### src/rtl/feistel_decrypt_iter.sv
`default_nettype none
// ============================================================================
//  Module      : feistel_decrypt_iter
//  Description : Iterative DES Feistel engine. One round per clock through a
//                single shared round datapath. With DECRYPT=1 the subkeys are
//                applied K16 first down to K1, which gives decryption. With
//                DECRYPT=0 they run K1 up to K16, which gives encryption.
//                Blocks enter and leave through valid/ready handshakes.
//  Ports       : clk, rst (async, active-high)
//                in_valid / in_ready / cphrtxt     : input block handshake
//                key_schdl[768]                    : packed subkeys K1..K16,
//                                                    K(i+1) at [48*i +: 48]
//                out_valid / out_ready / plntxt    : result handshake
//                busy                              : engine in RUN or DONE
//  Revision    : 1.0 - initial release
// ============================================================================
module feistel_decrypt_iter #(
    parameter bit DECRYPT = 1'b1
) (
    input  logic         clk,
    input  logic         rst,
    input  logic         in_valid,
    output logic         in_ready,
    input  logic [63:0]  cphrtxt,
    input  logic [767:0] key_schdl,
    output logic         out_valid,
    input  logic         out_ready,
    output logic [63:0]  plntxt,
    output logic         busy
);

    // Permutation tables hold FIPS 46-3 bit numbers (1 = MSB).
    localparam int c_ip [64] = '{
        58, 50, 42, 34, 26, 18, 10,  2,
        60, 52, 44, 36, 28, 20, 12,  4,
        62, 54, 46, 38, 30, 22, 14,  6,
        64, 56, 48, 40, 32, 24, 16,  8,
        57, 49, 41, 33, 25, 17,  9,  1,
        59, 51, 43, 35, 27, 19, 11,  3,
        61, 53, 45, 37, 29, 21, 13,  5,
        63, 55, 47, 39, 31, 23, 15,  7
    };

    localparam int c_fp [64] = '{
        40,  8, 48, 16, 56, 24, 64, 32,
        39,  7, 47, 15, 55, 23, 63, 31,
        38,  6, 46, 14, 54, 22, 62, 30,
        37,  5, 45, 13, 53, 21, 61, 29,
        36,  4, 44, 12, 52, 20, 60, 28,
        35,  3, 43, 11, 51, 19, 59, 27,
        34,  2, 42, 10, 50, 18, 58, 26,
        33,  1, 41,  9, 49, 17, 57, 25
    };

    localparam int c_e [48] = '{
        32,  1,  2,  3,  4,  5,
         4,  5,  6,  7,  8,  9,
         8,  9, 10, 11, 12, 13,
        12, 13, 14, 15, 16, 17,
        16, 17, 18, 19, 20, 21,
        20, 21, 22, 23, 24, 25,
        24, 25, 26, 27, 28, 29,
        28, 29, 30, 31, 32,  1
    };

    localparam int c_p [32] = '{
        16,  7, 20, 21, 29, 12, 28, 17,
         1, 15, 23, 26,  5, 18, 31, 10,
         2,  8, 24, 14, 32, 27,  3,  9,
        19, 13, 30,  6, 22, 11,  4, 25
    };

    // S-box ROMs, each indexed by {row[1:0], col[3:0]}.
    localparam int c_sbox [8][64] = '{
        '{14,  4, 13,  1,  2, 15, 11,  8,  3, 10,  6, 12,  5,  9,  0,  7,
           0, 15,  7,  4, 14,  2, 13,  1, 10,  6, 12, 11,  9,  5,  3,  8,
           4,  1, 14,  8, 13,  6,  2, 11, 15, 12,  9,  7,  3, 10,  5,  0,
          15, 12,  8,  2,  4,  9,  1,  7,  5, 11,  3, 14, 10,  0,  6, 13},
        '{15,  1,  8, 14,  6, 11,  3,  4,  9,  7,  2, 13, 12,  0,  5, 10,
           3, 13,  4,  7, 15,  2,  8, 14, 12,  0,  1, 10,  6,  9, 11,  5,
           0, 14,  7, 11, 10,  4, 13,  1,  5,  8, 12,  6,  9,  3,  2, 15,
          13,  8, 10,  1,  3, 15,  4,  2, 11,  6,  7, 12,  0,  5, 14,  9},
        '{10,  0,  9, 14,  6,  3, 15,  5,  1, 13, 12,  7, 11,  4,  2,  8,
          13,  7,  0,  9,  3,  4,  6, 10,  2,  8,  5, 14, 12, 11, 15,  1,
          13,  6,  4,  9,  8, 15,  3,  0, 11,  1,  2, 12,  5, 10, 14,  7,
           1, 10, 13,  0,  6,  9,  8,  7,  4, 15, 14,  3, 11,  5,  2, 12},
        '{ 7, 13, 14,  3,  0,  6,  9, 10,  1,  2,  8,  5, 11, 12,  4, 15,
          13,  8, 11,  5,  6, 15,  0,  3,  4,  7,  2, 12,  1, 10, 14,  9,
          10,  6,  9,  0, 12, 11,  7, 13, 15,  1,  3, 14,  5,  2,  8,  4,
           3, 15,  0,  6, 10,  1, 13,  8,  9,  4,  5, 11, 12,  7,  2, 14},
        '{ 2, 12,  4,  1,  7, 10, 11,  6,  8,  5,  3, 15, 13,  0, 14,  9,
          14, 11,  2, 12,  4,  7, 13,  1,  5,  0, 15, 10,  3,  9,  8,  6,
           4,  2,  1, 11, 10, 13,  7,  8, 15,  9, 12,  5,  6,  3,  0, 14,
          11,  8, 12,  7,  1, 14,  2, 13,  6, 15,  0,  9, 10,  4,  5,  3},
        '{12,  1, 10, 15,  9,  2,  6,  8,  0, 13,  3,  4, 14,  7,  5, 11,
          10, 15,  4,  2,  7, 12,  9,  5,  6,  1, 13, 14,  0, 11,  3,  8,
           9, 14, 15,  5,  2,  8, 12,  3,  7,  0,  4, 10,  1, 13, 11,  6,
           4,  3,  2, 12,  9,  5, 15, 10, 11, 14,  1,  7,  6,  0,  8, 13},
        '{ 4, 11,  2, 14, 15,  0,  8, 13,  3, 12,  9,  7,  5, 10,  6,  1,
          13,  0, 11,  7,  4,  9,  1, 10, 14,  3,  5, 12,  2, 15,  8,  6,
           1,  4, 11, 13, 12,  3,  7, 14, 10, 15,  6,  8,  0,  5,  9,  2,
           6, 11, 13,  8,  1,  4, 10,  7,  9,  5,  0, 15, 14,  2,  3, 12},
        '{13,  2,  8,  4,  6, 15, 11,  1, 10,  9,  3, 14,  5,  0, 12,  7,
           1, 15, 13,  8, 10,  3,  7,  4, 12,  5,  6, 11,  0, 14,  9,  2,
           7, 11,  4,  1,  9, 12, 14,  2,  0,  6, 10, 13, 15,  3,  5,  8,
           2,  1, 14,  7,  4, 10,  8, 13, 15, 12,  9,  0,  3,  5,  6, 11}
    };

    typedef enum logic [1:0] {
        S_IDLE = 2'd0,
        S_RUN  = 2'd1,
        S_DONE = 2'd2
    } state_t;

    // ------------------------------------------------------------------------
    // Bit permutations. Output bit n (MSB-first) takes input bit table[n].
    // ------------------------------------------------------------------------
    function automatic logic [63:0] f_ip(input logic [63:0] d);
        logic [63:0] o;
        o = '0;
        for (int i = 0; i < 64; i++) o[63 - i] = d[64 - c_ip[i]];
        return o;
    endfunction

    function automatic logic [63:0] f_fp(input logic [63:0] d);
        logic [63:0] o;
        o = '0;
        for (int i = 0; i < 64; i++) o[63 - i] = d[64 - c_fp[i]];
        return o;
    endfunction

    function automatic logic [47:0] f_e(input logic [31:0] d);
        logic [47:0] o;
        o = '0;
        for (int i = 0; i < 48; i++) o[47 - i] = d[32 - c_e[i]];
        return o;
    endfunction

    function automatic logic [31:0] f_p(input logic [31:0] d);
        logic [31:0] o;
        o = '0;
        for (int i = 0; i < 32; i++) o[31 - i] = d[32 - c_p[i]];
        return o;
    endfunction

    // Round function: expand, mix subkey, substitute, permute.
    function automatic logic [31:0] f_round(input logic [31:0] r, input logic [47:0] k);
        logic [47:0] x;
        logic [31:0] s;
        logic [5:0]  b;
        int          v;
        x = f_e(r) ^ k;
        s = '0;
        for (int j = 0; j < 8; j++) begin
            b = x[47 - 6*j -: 6];
            // Row comes from the outer bits, column from the inner four.
            v = c_sbox[j][{b[5], b[0], b[4:1]}];
            s[31 - 4*j -: 4] = v[3:0];
        end
        return f_p(s);
    endfunction

    // ------------------------------------------------------------------------
    // Subkey selection
    // ------------------------------------------------------------------------
    logic [47:0] w_sub [16];
    logic [3:0]  w_kidx;
    logic [47:0] w_ksel;

    for (genvar gi = 0; gi < 16; gi++) begin : g_subkey
        assign w_sub[gi] = key_schdl[48*gi +: 48];
    end

    state_t      state_q, state_d;
    logic [31:0] l_q, l_d;
    logic [31:0] r_q, r_d;
    logic [3:0]  rnd_q, rnd_d;

    // w_sub[n] is K(n+1): decrypt walks K16..K1, encrypt walks K1..K16.
    assign w_kidx = DECRYPT ? (4'd15 - rnd_q) : rnd_q;
    assign w_ksel = w_sub[w_kidx];

    // ------------------------------------------------------------------------
    // State register
    // ------------------------------------------------------------------------
    always_ff @(posedge clk or posedge rst) begin
        if (rst) begin
            state_q <= S_IDLE;
            l_q     <= 32'h0;
            r_q     <= 32'h0;
            rnd_q   <= 4'd0;
        end else begin
            state_q <= state_d;
            l_q     <= l_d;
            r_q     <= r_d;
            rnd_q   <= rnd_d;
        end
    end

    // ------------------------------------------------------------------------
    // Next state, round datapath and outputs
    // ------------------------------------------------------------------------
    always_comb begin
        state_d   = state_q;
        l_d       = l_q;
        r_d       = r_q;
        rnd_d     = rnd_q;
        in_ready  = 1'b0;
        out_valid = 1'b0;
        busy      = 1'b0;
        plntxt    = 64'h0;

        unique case (state_q)
            S_IDLE: begin
                in_ready = 1'b1;
                if (in_valid) begin
                    {l_d, r_d} = f_ip(cphrtxt);
                    rnd_d      = 4'd0;
                    state_d    = S_RUN;
                end
            end

            S_RUN: begin
                busy  = 1'b1;
                l_d   = r_q;
                r_d   = l_q ^ f_round(r_q, w_ksel);
                // rnd wraps 15 -> 0 on the final round.
                rnd_d = rnd_q + 4'd1;
                if (rnd_q == 4'd15) begin
                    state_d = S_DONE;
                end
            end

            S_DONE: begin
                busy      = 1'b1;
                out_valid = 1'b1;
                // Swapped halves undo the last round's exchange.
                plntxt    = f_fp({r_q, l_q});
                if (out_ready) begin
                    state_d = S_IDLE;
                end
            end

            default: begin
                state_d = S_IDLE;
            end
        endcase
    end

endmodule
`default_nettype wire
### config.mk
export PLATFORM = sky130hd
export DESIGN_NAME = feistel_decrypt_iter
export DESIGN_NICKNAME = d
export VERILOG_FILES = /design/src/rtl/feistel_decrypt_iter.sv
export SDC_FILE = /design/constraint.sdc
export NUM_CORES = 1
export LEC_CHECK = 0
export ABC_AREA = 0
export BUFFER_PORTS_ARGS = -buffer_cell sky130_fd_sc_hd__buf_2
export CAP_MARGIN = 5
export CORE_AREA = 10 10 340 342
export CTS_BUF_LIST = sky130_fd_sc_hd__clkbuf_4 sky130_fd_sc_hd__clkbuf_8
export DETAILED_ROUTE_END_ITERATION = 8
export DIE_AREA = 0 0 350 352
export GPL_ROUTABILITY_DRIVEN = 0
export PLACE_DENSITY = 0.4
export SKIP_LAST_GASP = 1
export SLEW_MARGIN = 20
export SYNTH_ARGS = -nofsm -noshare
export SYNTH_HDL_FRONTEND = slang
export SYNTH_SLANG_ARGS = --single-unit
### constraint.sdc
create_clock -name clk -period 10.3 [get_ports clk]
set_input_delay 0.515 -clock clk [delete_from_list [all_inputs] [get_ports clk]]
set_output_delay 0.515 -clock clk [all_outputs]
set_load 0.02 [all_outputs]
== After elaboration in Yosys (flattened, before gate mapping) ==
Memory sizes are Yosys's and may differ from the RTL's.
Index checks and enable logic that the tools add are counted.

* Memories kept: 8
* Bits in read-only memories: 16384
* Bits of input ports: 836
* Output and inout port bits: 67
* Register bits: 70

* Bitwise logic cells: 11
* Add/sub/neg operators: 2
* Equality and inequality tests: 6
* Reductions and logical operators: 5
* Mux-type cells: 33
* Order comparisons: 9

{| class="wikitable"
|+ Memory list
! name !! depth !! width !! read ports !! clocked after memory_dff !! wr ports !! RTL line !! RTL
|-
| (no name shown) || 64 || 32 || 1 || 0 || 0 || 157 || <nowiki>v = c_sbox[j][{b[5], b[0], b[4:1]}];</nowiki>
|-
| (no name shown) || 64 || 32 || 1 || 0 || 0 || 157 ||
|-
| (no name shown) || 64 || 32 || 1 || 0 || 0 || 157 ||
|-
| (no name shown) || 64 || 32 || 1 || 0 || 0 || 157 ||
|-
| (no name shown) || 64 || 32 || 1 || 0 || 0 || 157 ||
|-
| (no name shown) || 64 || 32 || 1 || 0 || 0 || 157 ||
|-
| +2 memories || -- || -- || -- || -- || -- || -- ||
|}

{| class="wikitable"
|+ Operator list
! kind !! number
|-
| 48-bit binary-select mux with 4-bit select || 1
|-
| 32-bit one-hot mux with 2 select lines || 2
|-
| 48-bit two-way mux || 2
|-
| 4-bit two-way mux || 17
|-
| 32-bit two-way mux || 2
|-
| 64-bit two-way mux || 1
|-
| 7-bit greater-or-equal comparator, second input constant || 8
|-
| 6-bit NOT with 7-bit output || 8
|-
| 48-bit bitwise XOR || 1
|-
| 32-bit bitwise XOR || 1
|-
| 4-bit one-hot mux with 2 select lines || 1
|-
| 2-bit two-way mux || 3
|-
| 2-bit inequality test, second input constant || 3
|-
| 2-bit one-hot mux with 3 select lines || 1
|-
| 5-bit greater-or-equal comparator, second input constant || 1
|-
| 4-bit NOT with 5-bit output || 1
|-
| 4-bit by 1-bit adder with 4-bit output, second input constant || 1
|-
| 4-bit == test, second input constant || 1
|-
| 4-bit subtractor, first input constant || 1
|-
| 1-bit two-way mux || 3
|-
| 3-bit AND reduction || 1
|-
| 2-bit by 1-bit == test with 1-bit output, second input constant || 1
|-
| 2-bit == test, second input constant || 1
|-
| 2-bit zero test || 1
|-
| other kinds (3) || 3
|}

== Longest topological paths before layout ==
Gate-level depths: netlist (run 1).

* Word-level depth: 12
* Depth in mapped cells: 19
* Gate-level depth less buffers: 13

== Worst setup path after synthesis (run 1) ==
No wires, ideal clock.

* Path kind: register -> register
* From: reg rnd_q[0]
* To: reg r_q[2]
* Path buffers: 7
* Library setup time: 142 ps
* Stages on the path, launching flop included: 20
* Slack: 6417 ps
* Period minus slack after synthesis: 3883 ps
* Data required time: 10158 ps
* Arrival: 3740 ps
* Path through: dfrtp_1 > buf_6 > buf_12 > buf_12 > buf_12 > buf_12 > mux4_2 > a22oi_1 > nand2_1 > xor2_1 > buf_2 > ha_1 > clkbuf_1 > clkinv_1 > o21ai_0 > o21ai_0 > a221o_1 > o311a_1 > xnor2_1 > o221ai_1

* Word-level cells in the longest chain between the ends: 12

{| class="wikitable"
|+ RTL lines
! what !! RTL line !! RTL
|-
| start: declaration || 177 || <nowiki>logic [3:0] rnd_q, rnd_d;</nowiki>
|-
| start signal: assignment || 196 || <nowiki>rnd_q <= rnd_d;</nowiki>
|-
| 4-bit subtractor || 180 || <nowiki>assign w_kidx = DECRYPT ? (4'd15 - rnd_q) : rnd_q;</nowiki>
|-
| 4-bit NOT with 5-bit output (implied by the code) || 181 || <nowiki>assign w_ksel = w_sub[w_kidx];</nowiki>
|-
| 48-bit binary-select mux with 4-bit select || 181 ||
|-
| 48-bit two-way mux (implied by the code) (2 in series) || 181 ||
|-
| 48-bit bitwise XOR || 152 || <nowiki>x = f_e(r) ^ k;</nowiki>
|-
| 6-bit NOT with 7-bit output (implied by the code) || 157 ||
|-
| memory 64 x 32 bit || -- ||
|-
| 4-bit two-way mux (implied by the code) (2 in series) || 157 ||
|-
| 32-bit bitwise XOR || 226 || <nowiki>r_d = l_q ^ f_round(r_q, w_ksel);</nowiki>
|-
| 32-bit one-hot mux with 2 select lines || 213 || <nowiki>unique case (state_q)</nowiki>
|-
| end signal: assignment || 195 || <nowiki>r_q <= r_d;</nowiki>
|-
| end: declaration || 176 || <nowiki>logic [31:0] r_q, r_d;</nowiki>
|}

Every way passes these cells. The select of a mux whose other input is x is not followed.
A chain may end at the register's enable or synchronous reset.

== Worst setup path after layout (run 1) ==
Ends and elaborated chain as after synthesis.

==> key figures, run 1 <==
Logic synthesis
  • Seq/Total Area, Yosys: 0.108
  • Top FF cell, synth: dfrtp_1
  • Compound-Gate Fraction of Synth Area: 0.216
  • Post-synthesis average cell area: 9.43 µm²
  • Simple-Gate Fraction of Synth Area: 0.164
  • Mapped Cells: 1723
  • EDFF count, synth: 0
  • Yosys reg bits: 70
  • Area fraction of the dominant cell type after synthesis: 0.279
  • Mapped Nets: 2608
  • Largest family of logic cells by synthesized area: multiplexers
  • Leading post-synthesis cells by cell area: mux4_2, dfrtp_1, mux2i_1
  • Post-synth top area cell: mux4_2
  • YS warnings: 0
  • Distinct cell type count after synthesis: 104
  • Mapped cell area: 16200 µm²
  • Post-synthesis xor/xnor area fraction: 0.0535
  • Post-Synth Adder-Cell Area: 0.0377
  • Post-synthesis mux area share: 0.348
  • Synth async-reset ratio: 1.00

Routing
  • Vias: 19600
  • DR WL/cell: 36.3 µm
  • # DRC: 0
  • Pre-Repair DR Iteration Count: 5
  • Initial DRC count: 1622
  • DRT antenna net count: 0
  • Vias per cell: 4.92
  • DRT Wirelength: 145000 µm

Global route
  • Antenna violations before repair: 186
  • Total gr overflow: 0
  • First-pass GRT wire length: 188000 µm
  • Number of global-route vias before repair: 19800
  • Global Route Usage Sum: 0.224
  • Largest net degree at the start of global routing: 104

Worst setup path
  • Startpoint types: flop
  • Worst Path Required: 10.58 ns
  • Worst Path Max Fanout: 39
  • Critical Path End Type: flop
  • Worst reg-to-reg setup slack: 4.50 ns
  • Reg-to-reg startpoint: rnd_q[0]$_DFFE_PP0P_
  • Reg2reg end: r_q[2]$_DFFE_PP0P_
  • Worst Path Arrival: 6.09 ns
  • CP Class: flop to flop
  • R2R depth: 12

Floorplanning
  • Die height: 352 µm
  • Core Area: 109000 µm²
  • Num ports: 903
  • DIE WIDTH: 350 µm
  • Initial Utilization: 0.150
  • Die footprint: 123000 µm²
  • Cell row count: 121

CTS
  • Clk root buf: clkbuf_8
  • CTS tree: done
  • Total CTS buffers: 9
  • Postcts setup bufs: 0
  • Worst skew pair latency: 0.43 ns
  • Clock buffer depth: 2
  • Clk sink count: 70
  • PostCTS Resize Cnt: 0
  • H-tree Lvls: 3
  • Hold Buf Count CTS: 0
  • CTS clk-pin slew, worst paths: 0.11 ns

STA
  • Final Hold Violating Endpoints: 0
  • Worst-margin pin slew: 1.11 ns
  • Max transition margin: 0.259
  • Max Fclk: 0.172 GHz
  • Worst Skew: 0.0119 ns
  • Minimum clock period: 5.80 ns
  • Final Max Slew Viols: 0
  • RSZ-0062 raised after global routing: no
  • Post-route setup TNS: 0 ns
  • Setup Viol. Count Final: 0
  • Fin crit share: 0.563

Placed design
  • Post-DP HPWL: 126000 µm
  • Cells after DPL: 3913
  • DP Area: 21900 µm²
  • Port bufs: 902

Cells and area
  • Area growth from synthesis to layout: 37.1%
  • Layout cells sized above 1: 0.513
  • Fillers: 12200
  • Final #Nets: 3395
  • Register area: 1760 µm²
  • Core Util, Final: 0.205
  • Non-Filler Cell Area, Final: 22300 µm²
  • Area of the multi-input gates: 13400 µm²
  • Fin cells: 3988

Power and ir drop
  • PD cells: 433 nW/µm²
  • Pwr Total: 9.64 mW
  • Lkg Pwr: 9.32 nW
  • Worst vdd ir: 0.000126 V

Outcome
  • Status: completed

Flow run
  • Max_cap viols: 0

Worst hold path
  • Hold Path Class: input port to asynchronous set/reset pin
==> per-stage QoR <==
stage | setup slack, ns | hold WS, ns
after detailed placement | 4.28 | 0.474
after CTS | 4.25 | 0.298
after floorplan | 6.42 | 0.450
final | 4.50 | 0.282
after global routing | 3.90 | 0.332
after global placement | 4.36 | 0.464
==> cell usage after synthesis, drive strengths merged (7+ instances only) <==
master     n
nor3      45
a211oi    22
clkbuf    53
o22ai     31
a21oi     98
a22oi     38
nor2      89
nor4      14
o2111ai   10
inv       39
nor2b     12
nand2b    16
o21ai     79
a21o       9
a31oi     18
o211ai    35
xnor2     44
and3      23
mux2i     74
mux2      32
o221ai    11
xor2      30
a311oi     7
a221oi     7
o21a      10
or3       14
buf      110
and2      75
a2111oi   12
nand2    151
a211o      7
nand3     49
mux4     202
o22a      14
or2       14
dfrtp     70
ha        49
==> logic make-up after synthesis <==
family,after synthesis
compound gates,488
flops,70
xor+xnor,74
fa+ha+maj,49
mux,308
simple gates,527
buf+inv,207
==> power breakdown <==
part	leakage (nW)	internal (mW)	switching, mW
Combinational	8.38	3.34	5.10
Sequential	0.831	0.418	0.488
Clock	0.110	0.139	0.154
Total	9.32	3.90	5.75
==> critical path, cell delays in order (launching register included) <==
cell      delay [ns]
dfrtp_4         0.98
buf_4           0.73
mux4_2          0.60
a22oi_1         0.20
nand2_1         0.26
xor2_1          0.79
clkinv_1        0.54
ha_1            0.39
o311ai_1        0.32
o22ai_1         0.12
o311a_1         0.35
xnor2_1         0.14
o221ai_1        0.11
==> cell type report <==
type	instances	area share
Antenna cell	59	0.00663
Clock buffer	10	0.00590
Clock inverter	6	0.00388
Inverter	44	0.00742
Multi-Input combinational cell	1446	0.602
Sequential cell	70	0.0792
Tap cell	1414	0.0794
Timing Repair Buffer	939	0.216
==> state kept, by name, summed over array words and instances, names as in the netlist <==
register	flops
l_q	32
r_q	32
rnd_q	4
state_q	2
==> metal layers <==
metal / share of wire / vias to the layer above / GRT usage
met5: 0.0045 / - / 0
met4: 0.024 / 96 / 0.0488
met3: 0.11 / 275 / 0.0855
met2: 0.46 / 1064 / 0.359
met1: 0.41 / 9727 / 0.282
li1: - / 8461 / -
==> cells in the final DEF, fill, tap and decap left out, drive strengths merged, types with 12 or more instances in the layout <==
master   synthesis  layout
a22oi           38      38
o211ai          35      35
mux2            32      32
a31oi           18      18
or3             14      14
dfrtp           70      70
o22a            14      14
and3            23      23
nand2          151     151
xnor2           44      44
inv             39      39
nor2b           12      12
xor2            30      30
nor4            14      14
a211oi          22      22
diode            0      59
nand3           49      49
nand2b          16      16
or2             14      14
a2111oi         12      12
o21ai           79      79
and2            75      75
buf            110     939
a21oi           98      98
mux4           202     202
nor3            45      45
ha              49      49
mux2i           74      74
nor2            89      89
o22ai           31      31
==> worst max path at each step <==
stage                               startpoint                 end  depth (start not counted)
after global placement    rnd_q[0]$_DFFE_PP0P_  r_q[3]$_DFFE_PP0P_                         13
after floorplan           rnd_q[0]$_DFFE_PP0P_  r_q[2]$_DFFE_PP0P_                         19
after detailed placement  rnd_q[0]$_DFFE_PP0P_  r_q[3]$_DFFE_PP0P_                         13
final                     rnd_q[0]$_DFFE_PP0P_  r_q[2]$_DFFE_PP0P_                         12
after global routing      rnd_q[0]$_DFFE_PP0P_  r_q[2]$_DFFE_PP0P_                         12
after CTS                 rnd_q[0]$_DFFE_PP0P_  r_q[3]$_DFFE_PP0P_                         13
Note: power is estimated with default switching activity, not from simulation.
==> run 2, diff against run 1 <==
--- a/config.mk
+++ b/config.mk
@@ -5,13 +5,13 @@
 export SDC_FILE = /design/constraint.sdc
 export NUM_CORES = 1
 export LEC_CHECK = 0
-export ABC_AREA = 0
+export ABC_AREA = 1
 export BUFFER_PORTS_ARGS = -buffer_cell sky130_fd_sc_hd__buf_2
 export CAP_MARGIN = 5
-export CORE_AREA = 10 10 340 342
+export CORE_AREA = 10 10 344 346
 export CTS_BUF_LIST = sky130_fd_sc_hd__clkbuf_4 sky130_fd_sc_hd__clkbuf_8
 export DETAILED_ROUTE_END_ITERATION = 8
-export DIE_AREA = 0 0 350 352
+export DIE_AREA = 0 0 354 356
 export GPL_ROUTABILITY_DRIVEN = 0
 export PLACE_DENSITY = 0.4
 export SKIP_LAST_GASP = 1
==> constraint.sdc (replaced) <==
create_clock -name clk -period 5.9 [get_ports clk]
set_input_delay 0.295 -clock clk [delete_from_list [all_inputs] [get_ports clk]]
set_output_delay 0.295 -clock clk [all_outputs]
set_load 0.02 [all_outputs]
==> run 2 against run 1 <==
  * Clock skew is 0.010 ns higher
  * Fmax is 30% higher
  * Sequential power is 44% higher
  * Final area rose by 4.8%
  * Routed wire length increased by 2.1%
  * Register-to-register slack lost 3.1 ns
  * Critical endpoint is now r_q[21]$_DFFE_PP0P_
  * Highest routed layer unchanged
==> key figures, run 2 <==
Cells and area
  • Biggest registers after layout: l_q: 32 flops, r_q: 32 flops, rnd_q: 4 flops
  • Non-Filler Cell Area, Final: 23300 µm² (+4.8%)
  • Fin cells: 5852 (+47%)
  • Fillers: 13500 (+10%)
  • Commonest cells after routing, fill and taps aside: nand2_1, buf_2, nand3_1
  • Layout cells sized above 1: 0.237 (-0.276)
  • Area growth from synthesis to layout: 35.1%
  • Most common cell after layout, fill and taps aside: nand2_1
  • Final #Nets: 5209 (+53%)

STA
  • Post-route setup TNS: 0 ns (unchanged)
  • Minimum clock period: 4.47 ns (-1.33 ns)
  • Max transition margin: 0.361 (+0.103)
  • Hold slack: 0.0691 ns (-0.213 ns)
  • Final Max Slew Viols: 0 (unchanged)
  • Worst Skew: 0.0219 ns (+0.0100 ns)
  • Fin crit share: 0.758 (+0.195)
  • Final Hold Violating Endpoints: 0 (unchanged)
  • RSZ-0062 raised after global routing: no
  • Max Fclk: 0.224 GHz (+30%)
  • Setup Viol. Count Final: 0 (unchanged)
  • Worst-margin pin slew: 0.958 ns (-0.149 ns)

Worst setup path
  • Worst Path Max Fanout: 119 (+210%)
  • Worst Path Required: 6.23 ns (-4.35 ns)
  • Startpoint types: flop
  • CP Class: flop to flop
  • Worst Path Arrival: 4.80 ns (-1.29 ns)
  • Critical Path End Type: flop

CTS
  • PostCTS Resize Cnt: 0 (unchanged)
  • Clock buffer depth: 2 (unchanged)
  • CTS tree: done
  • Hold Buf Count CTS: 0 (unchanged)
  • Total CTS buffers: 9 (unchanged)
  • Clk sink count: 70 (unchanged)
  • Postcts setup bufs: 0 (unchanged)
  • CTS clk-pin slew, worst paths: 0.11 ns (about the same)
  • Clk root buf: clkbuf_8
  • Worst skew pair latency: 0.42 ns (about the same)
  • H-tree Lvls: 3 (unchanged)

Logic synthesis
  • Leading post-synthesis cells by cell area: nand2_1, nand3_1, dfrtp_1
  • Seq/Total Area, Yosys: 0.101 (-0.00645)
  • EDFF count, synth: 0 (unchanged)
  • Area fraction of the dominant cell type after synthesis: 0.331 (+0.0526)
  • Top FF cell, synth: dfrtp_1
  • Synth cell count leaders: nand2_1, nand3_1, nor2_1, inv_1, o21ai_0
  • Most common cell in the netlist: nand2_1
  • Distinct cell type count after synthesis: 34 (-67%)
  • Synth async-reset ratio: 1.00 (unchanged)
  • YS warnings: 0 (unchanged)
  • Mapped cell area: 17300 µm² (+6.4%)
  • Mapped Nets: 4445 (+70%)
  • Mapped Cells: 3560 (+110%)
  • Yosys reg bits: 70 (unchanged)
  • Post-synth top area cell: nand2_1
  • Post-synthesis average cell area: 4.85 µm² (-49%)

Routing
  • Initial DRC count: 2537 (+56%)
  • DRT antenna net count: 0 (unchanged)
  • Pre-Repair DR Iteration Count: 6 (+1)
  • DR WL/cell: 25.3 µm (-30%)
  • # DRC: 0 (unchanged)
  • Vias: 27100 (+38%)
  • Vias per cell: 4.63 (-5.9%)
  • DRT Wirelength: 148000 µm (+2.1%)

Global route
  • Global Route Usage Sum: 0.222 (-0.00200)
  • Antenna violations before repair: 81 (-56%)
  • Largest net degree at the start of global routing: 128 (+23%)
  • Number of global-route vias before repair: 26500 (+34%)
  • First-pass GRT wire length: 203000 µm (+8.3%)
  • Total gr overflow: 0 (unchanged)

Power and ir drop
  • Lkg Pwr: 13.4 nW (+44%)
  • Clock power frac: 0.027 (-0.003)
  • Net Sw Power: 11.7 mW (+100%)
  • Int Pwr: 5.27 mW (+35%)
  • Worst vdd ir: 0.000303 V (+140%)
  • Sequential Power Share: 0.077 (-0.017)
  • Pwr Total: 17.0 mW (+76%)
  • PD cells: 727 nW/µm² (+68%)
  • Comb power frac: 0.896 (+0.020)
  • Sw Share: 0.689 (+0.0935)

Outcome
  • Status: completed

Placed design
  • Cells after DPL: 5813 (+49%)
  • DP Area: 23100 µm² (+5.6%)
  • Port bufs: 902 (unchanged)
  • Post-DP HPWL: 126000 µm (-0.50%)

Worst hold path
  • Hold Path Class: input port to asynchronous set/reset pin

Floorplanning
  • Num ports: 903 (unchanged)
  • Initial Utilization: 0.155 (+0.00520)
  • DIE WIDTH: 354 µm (+1.1%)
  • Die footprint: 126000 µm² (+2.3%)
  • Die height: 356 µm (+1.1%)
  • Core Area: 112000 µm² (+2.8%)
  • Cell row count: 123 (+1.7%)

Flow run
  • Max_cap viols: 0 (unchanged)
## run 2: through the flow
stage	setup WS (ns)	util
after global placement	1.56	0.207
after CTS	1.46	0.209
after floorplan	3.17	-
after global routing	1.04	0.209
final	1.43	0.209
after detailed placement	1.47	0.207
## run 2: kinds of logic (layout without fill, tap and decap cells)
family	Yosys count	in the layout	share of synthesized area
simple gates	2578	2578	0.615
buf+inv	509	1278	0.130
compound gates	351	351	0.116
flops	70	70	0.101
fa+ha+maj	49	49	0.0355
xor+xnor	3	3	0.00196
other cells	0	23	0
## run 2: power by group through the flow
stage	combinational (mW)	clock, mW	sequential (mW)
6_report	15.2	0.460	1.31
5_1_grt	17.1	0.487	1.33
4_1_cts	15.2	0.467	1.31
3_5_place_dp	15.1	0	1.31
3_3_place_gp	15.2	0	1.32
2_1_floorplan	10.6	0	0.930
## run 2: critical path, cell delays in order (launching register included)
cell      delay, ns
dfrtp_4        0.75
clkinv_8       0.47
buf_4          0.42
o21ai_0        0.62
nand3_1        0.14
nand2_1        0.18
nand2_1        0.09
nand2_1        0.06
nand2_1        0.18
ha_1           0.37
nand2_1        0.25
nand2_1        0.09
nand2_1        0.08
nand3_1        0.07
nand3_1        0.10
nand2_1        0.06
nand2_1        0.05
nand3_1        0.10
nand2_1        0.10
nand2_1        0.05
## run 2: worst paths after layout
check,from,endpoint,slack [ns],cells after the start
worst max-delay path,rnd_q[0]$_DFFE_PP0P_,r_q[21]$_DFFE_PP0P_,1.43,19
worst min-delay path,rst,r_q[7]$_DFFE_PP0P_,0.07,2
worst max register to register,rnd_q[0]$_DFFE_PP0P_,r_q[21]$_DFFE_PP0P_,1.43,19
worst min register to register,r_q[22]$_DFFE_PP0P_,r_q[22]$_DFFE_PP0P_,0.59,2
max in group asynchronous,rst,rnd_q[0]$_DFFE_PP0P_,4.57,3
min in group clk,cphrtxt[16],l_q[5]$_DFFE_PP0P_,0.13,3
## run 2: final cells by class
cell class                 count  area [µm²]  area share
tap                         1500        1880      0.0804
clock inverter                 6        63.8     0.00273
multi-input combinational   2981       13300       0.570
timing repair buffer         955        4970       0.213
antenna                       23        57.6     0.00247
sequential                    70        1760      0.0755
clock buffer                  10         131     0.00563
inverter                     307        1170      0.0502
## run 2: per-layer routing
| layer | track usage | share of wire |
|---|---|---|
| met2 | 0.381 | 0.47 |
| met3 | 0.0548 | 0.079 |
| met1 | 0.273 | 0.42 |
| met5 | 0 | 0.0018 |
| met4 | 0.0609 | 0.030 |
